===== src/rtl/img_rx_ctrl_if.sv =====
// rtl/img_rx_ctrl_if.sv - UART byte input and framebuffer write bus for the frame loader
interface img_rx_ctrl_if #(
    parameter int ADDR_W = 12
);
    logic              rx_rdy;
    logic [7:0]        rx_data;
    logic              wr_en;
    logic [ADDR_W-1:0] wr_addr;
    logic [7:0]        wr_data;

    // master: the loader, which consumes bytes and drives framebuffer writes
    modport master (
        input  rx_rdy,
        input  rx_data,
        output wr_en,
        output wr_addr,
        output wr_data
    );

    // slave: the surrounding receiver/framebuffer side
    modport slave (
        output rx_rdy,
        output rx_data,
        input  wr_en,
        input  wr_addr,
        input  wr_data
    );
endinterface


===== src/rtl/img_rx_ctrl.sv =====
// rtl/img_rx_ctrl.sv - sync-triggered frame loader from UART bytes into framebuffer RAM
module img_rx_ctrl #(
    parameter int             IMG_W       = 64,
    parameter int             IMG_H       = 48,
    parameter int             ADDR_W      = 12,
    parameter logic [7:0]     SYNC_BYTE   = 8'hA5,
    parameter int             TIMEOUT_CYC = 120000
) (
    input  logic                 clk,
    input  logic                 reset,
    img_rx_ctrl_if.master        bus,
    output logic                 busy,
    output logic                 frame_done,
    output logic                 err,
    output logic [7:0]           frame_cnt
);
    localparam int                NPIX     = IMG_W * IMG_H;
    localparam logic [ADDR_W-1:0] LAST_IDX = ADDR_W'(NPIX - 1);
    localparam int                TW       = (TIMEOUT_CYC > 2) ? $clog2(TIMEOUT_CYC) : 1;
    localparam logic [TW-1:0]     TO_LAST  = TW'(TIMEOUT_CYC - 1);

    typedef enum logic [1:0] {
        IDLE = 2'd0,
        RECV = 2'd1,
        DONE = 2'd2
    } state_t;

    state_t            state, state_nx;
    logic [ADDR_W-1:0] idx, idx_nx;
    logic [TW-1:0]     timer, timer_nx;

    logic              wr_en_q, wr_en_nx;
    logic [ADDR_W-1:0] wr_addr_q, wr_addr_nx;
    logic [7:0]        wr_data_q, wr_data_nx;
    logic              busy_nx, done_nx, err_nx;
    logic [7:0]        cnt_nx;

    assign bus.wr_en   = wr_en_q;
    assign bus.wr_addr = wr_addr_q;
    assign bus.wr_data = wr_data_q;

    // Next-state and next-output decode; every output is registered from these values
    always_comb begin
        state_nx   = state;
        idx_nx     = idx;
        timer_nx   = timer;
        wr_en_nx   = 1'b0;
        wr_addr_nx = wr_addr_q;
        wr_data_nx = wr_data_q;
        busy_nx    = 1'b0;
        done_nx    = 1'b0;
        err_nx     = err;
        cnt_nx     = frame_cnt;
        case (state)
            IDLE: begin
                if (bus.rx_rdy && bus.rx_data == SYNC_BYTE) begin
                    state_nx = RECV;
                    idx_nx   = '0;
                    timer_nx = '0;
                    err_nx   = 1'b0;
                    busy_nx  = 1'b1;
                end
            end
            RECV: begin
                busy_nx = 1'b1;
                if (bus.rx_rdy) begin
                    // A byte arriving on the expiry cycle still wins over the timeout
                    wr_en_nx   = 1'b1;
                    wr_addr_nx = idx;
                    wr_data_nx = bus.rx_data;
                    timer_nx   = '0;
                    idx_nx     = idx + 1'b1;
                    if (idx == LAST_IDX) begin
                        state_nx = DONE;
                        busy_nx  = 1'b0;
                        done_nx  = 1'b1;
                        cnt_nx   = frame_cnt + 8'd1;
                    end
                end else if (timer == TO_LAST) begin
                    // Abort the partial frame so the next sync starts cleanly
                    state_nx = IDLE;
                    busy_nx  = 1'b0;
                    err_nx   = 1'b1;
                    timer_nx = '0;
                end else begin
                    timer_nx = timer + 1'b1;
                end
            end
            DONE: begin
                // Bytes arriving here are dropped; UART spacing makes this harmless
                state_nx = IDLE;
            end
            default: begin
                state_nx = IDLE;
            end
        endcase
    end

    // State and output registers, cleared asynchronously by reset
    always_ff @(posedge clk or negedge reset) begin
        if (!reset) begin
            state      <= IDLE;
            idx        <= '0;
            timer      <= '0;
            wr_en_q    <= 1'b0;
            wr_addr_q  <= '0;
            wr_data_q  <= '0;
            busy       <= 1'b0;
            frame_done <= 1'b0;
            err        <= 1'b0;
            frame_cnt  <= '0;
        end else begin
            state      <= state_nx;
            idx        <= idx_nx;
            timer      <= timer_nx;
            wr_en_q    <= wr_en_nx;
            wr_addr_q  <= wr_addr_nx;
            wr_data_q  <= wr_data_nx;
            busy       <= busy_nx;
            frame_done <= done_nx;
            err        <= err_nx;
            frame_cnt  <= cnt_nx;
        end
    end
endmodule

===== src/flat_wrapper.sv =====
// flat-port wrapper written by rule: the top's interface ports become plain ports
module img_rx_ctrl_flat 
#(
    parameter int             IMG_W       = 64,
    parameter int             IMG_H       = 48,
    parameter int             ADDR_W      = 12,
    parameter logic [7:0]     SYNC_BYTE   = 8'hA5,
    parameter int             TIMEOUT_CYC = 120000
)
  (clk, reset, busy, frame_done, err, frame_cnt, bus_rx_rdy, bus_rx_data, bus_wr_en, bus_wr_addr, bus_wr_data);
  img_rx_ctrl_if #(.ADDR_W(ADDR_W)) bus_i ();
  input  logic clk;
  input  logic reset;
  output logic busy;
  output logic frame_done;
  output logic err;
  output logic [7:0] frame_cnt;
  input wire logic [$bits(bus_i.rx_rdy)-1:0] bus_rx_rdy;
  input wire logic [$bits(bus_i.rx_data)-1:0] bus_rx_data;
  output wire logic [$bits(bus_i.wr_en)-1:0] bus_wr_en;
  output wire logic [$bits(bus_i.wr_addr)-1:0] bus_wr_addr;
  output wire logic [$bits(bus_i.wr_data)-1:0] bus_wr_data;
  assign bus_i.rx_rdy = bus_rx_rdy;
  assign bus_i.rx_data = bus_rx_data;
  assign bus_wr_en = bus_i.wr_en;
  assign bus_wr_addr = bus_i.wr_addr;
  assign bus_wr_data = bus_i.wr_data;
  img_rx_ctrl #(.IMG_W(IMG_W), .IMG_H(IMG_H), .ADDR_W(ADDR_W), .SYNC_BYTE(SYNC_BYTE), .TIMEOUT_CYC(TIMEOUT_CYC)) u_core (.clk(clk), .reset(reset), .bus(bus_i), .busy(busy), .frame_done(frame_done), .err(err), .frame_cnt(frame_cnt));
endmodule

===== config.mk =====
export PLATFORM = sky130hd
export DESIGN_NAME = img_rx_ctrl_flat
export DESIGN_NICKNAME = d
export VERILOG_FILES = /design/src/rtl/img_rx_ctrl_if.sv /design/src/rtl/img_rx_ctrl.sv /design/src/flat_wrapper.sv
export SDC_FILE = /design/constraint.sdc
export NUM_CORES = 1
export LEC_CHECK = 0
export CAP_MARGIN = 20
export CORE_ASPECT_RATIO = 0.9
export CORE_MARGIN = 2
export CORE_UTILIZATION = 54
export CTS_CLUSTER_SIZE = 30
export DETAILED_ROUTE_END_ITERATION = 8
export PLACE_DENSITY = 0.89
export SLEW_MARGIN = 20
export SYNTH_ARGS = -nofsm -noshare
export SYNTH_HDL_FRONTEND = slang
export SYNTH_SLANG_ARGS = --single-unit

===== constraint.sdc =====
create_clock -name clk -period 2.55 [get_ports clk]
set_input_delay 0.51 -clock clk [delete_from_list [all_inputs] [get_ports clk]]
set_output_delay 0.51 -clock clk [all_outputs]
set_load 0.02 [all_outputs]

==> impl_results.md <==
* Met3 Routed Length at 303 um
* HPWL Detailed at 4330 um
* Final WL at 6240 um
* Period utilisation layout at 85.7%
* Die area at 5990 um2
* Vias at 2350
* Count of final setup violators at 0
* Largest net degree at the start of global routing at 34
* Cell Rows at 25
* Pwr/cell area at 748 nW/um2
* Crit path arrival time at 2.43 ns
* Core area at 5220 um2
* Crit path kind: input port to flop
* Slew Limit Fails at 0
* Mapped Cells at 302
* Die Ht at 73.6 um
* Synthesis-to-layout area growth at 24.0%
* Number of buffers added on ports at 42
* Critical Path Fanout Max at 10
* Synth top area cells: dfrtp_1, nand2_1, a31oi_1
* Met2 wire len at 3040 um
* Detail-routed via count per cell at 5.58
* First-pass GRT wire length at 10600 um
* Final GP Congestion at 0.873
* Post-synth EDFFs at 0
* Post-Syn Nets at 316
* # hold bufs at CTS at 0
* Max incr delay on CP at 0.51 ns
* FFs w/ async S/R, synth at 100%
* Status: finished, final reports clean
* Ports at 43
* CP startpoint kind: input port
* Multi-input gate area at 1250 um2
* Final Hold Fails at 0
* Cell Chain, Critical Path: clkdlybuf4s50_1, nand4bb_1, nor3b_1, and4_1, buf_4, nor2_1
* H-tree levels at 3
* DR DRC count at 0
* Initial Utilization at 55.7%
* Clk_lat worst skew at 0.35 ns
* RSZ-0062 raised after global routing: false
* GRT Util Overall at 24.0%
* Vias in the first global route at 2259
* Layout Utilization at 69.0%
* Worst hold path type: input port to asynchronous set/reset pin
* Maximum vdd ir drop at 0.630 mV
* Clk slew on worst S/H paths at 0.07 ns
* R2R depth at 4
* Tmin final at 2.18 ns
* ANT cells at 0
* Drt initial violations at 230
* Ratio of cells with drive above 1 in the final layout at 7.91%
* CP max-delay cell: and4_1
* MaxCap Viol Count at 0
* Synth Area per Inst at 9.63 um2
* CTS root buf: clkbuf_8
* Antenna violations before repair at 0
* Register area at 1580 um2
* 1st-pass router iterations at 4
* Lkg Pwr at 1.68 nW
* Longest Clk Path Bufs at 2
* Fin Clk Skew at 0.00781 ns
* Total CTS buffers at 9
* Net count, final at 363
* Fmax at 458 MHz
* Worst Path Required at 2.79 ns
* Cell type with the largest total area after synthesis: dfrtp_1
* Die Wd at 81.4 um
* Synthesis warning total at 0
* Yosys reg bits at 63
* Routed Antenna Nets at 0
* Worst Tran Pin Value at 0.745 ns
* Met1 WL at 2830 um
* Crit. End Element: flop
* CTS tree: yes
* Register area share after synthesis at 54.2%
* Grt ovf at 0
* Most numerous cell in the Yosys netlist: nand2_1
* Cell area after synthesis at 2910 um2
* Synth cell types at 41
* Post-CTS Setup Inserts at 0
* Ys flop type: dfrtp_1
* Top sig layer: met4
* WL/cell at 14.8 um
* Fill cells at 370
* Setup TNS Final at 0 ns
* CTS sink cnt at 63
* Post-cts resize count at 0
* Slew HR at 50.3%
* Area share of the largest cell type after synthesis at 54.2%
* Synth cell count leaders: nand2_1, dfrtp_1, nor2_1, a31oi_1, nand3_1
[critical path: cells and delay by family]
kind                   cells  cell delay (ns)
buffers and inverters      2             0.67
AND/OR/NAND/NOR            4             1.24
[power by group]
part	internal (mW)	total, mW	switching, mW
Combinational	0.276	0.601	0.326
Sequential	1.14	1.25	0.110
Clock	0.451	0.847	0.396
Total	1.87	2.70	0.831
[registers in the layout (all words and copies together), names as in the netlist]
signal and cells:
u_core.busy 1, u_core.idx 12, u_core.frame_cnt 8, u_core.bus.wr_en 1
u_core.bus.wr_addr 12, u_core.frame_done 1, u_core.timer 17, u_core.err 1
u_core.state 2, u_core.bus.wr_data 8
[path summary, 6_finish.rpt]
path / from / to / slack [ns]
hold reg to reg: u_core.timer[16] / u_core.timer[16] / 0.47
max in group asynchronous: reset / u_core.timer[3] / 1.71
hold / removal: reset / u_core.bus.wr_addr[3] / 0.22
min in group clk: u_core.timer[16] / u_core.timer[16] / 0.47
setup / recovery: bus_rx_data[6] / u_core.idx[7] / 0.37
setup reg to reg: u_core.timer[6] / u_core.busy / 0.55
[routing by layer]
metal	up-vias	track usage, %
met3	7	8.11
met5	-	0
met4	0	7.91
met1	1153	30.2
li1	1132	-
met2	58	39.1
[per-stage QoR]
stage                     worst slack, ns  total power [mW]  std cells  hold WS, ns  area [um2]
final                               0.365              2.70        421        0.221        3610
after global routing                0.312              2.85        421        0.265        3610
after CTS                           0.436              2.72        421        0.225        3610
after detailed placement            0.168              1.87        405        0.463        3410
after global placement              0.216              1.83        405        0.457        3410
after floorplan                     0.673              1.58        302        0.214        2910
[cell families after synthesis]
| group | Yosys count | synth area share [%] |
|---|---|---|
| xor+xnor | 17 | 5.12 |
| compound gates | 39 | 8.43 |
| mux | 2 | 0.731 |
| simple gates | 159 | 27.4 |
| flops | 63 | 54.2 |
| fa+ha+maj | 3 | 1.29 |
| buf+inv | 19 | 2.80 |
[layout by cell type (no fill, tap or decap), types with 3 or more instances in the layout]
| cell type | count |
|---|---|
| a21o_1 | 3 |
| nand2_1 | 83 |
| a22o_1 | 3 |
| inv_1 | 7 |
| and4_1 | 6 |
| nor2_1 | 22 |
| and2_1 | 4 |
| a21oi_1 | 7 |
| nand3_1 | 10 |
| xnor2_1 | 8 |
| a31oi_1 | 14 |
| o21ai_0 | 8 |
| dfrtp_1 | 63 |
| or3_1 | 4 |
| ha_1 | 3 |
| xor2_1 | 9 |
| nand4b_1 | 4 |
| clkdlybuf4s50_1 | 41 |
| nand4_1 | 9 |
| buf_4 | 5 |
| clkbuf_8 | 9 |
[layout make-up]
cell class | instances | share of cell area (%)
flip-flops and latches | 63 | 43.7
multi-input cells | 220 | 34.7
repair buffers | 48 | 13.1
clock buffers | 9 | 3.44
well taps | 67 | 2.32
clock inverters | 7 | 2.01
inverters | 7 | 0.729
Note: power is estimated with default switching activity, not from simulation.
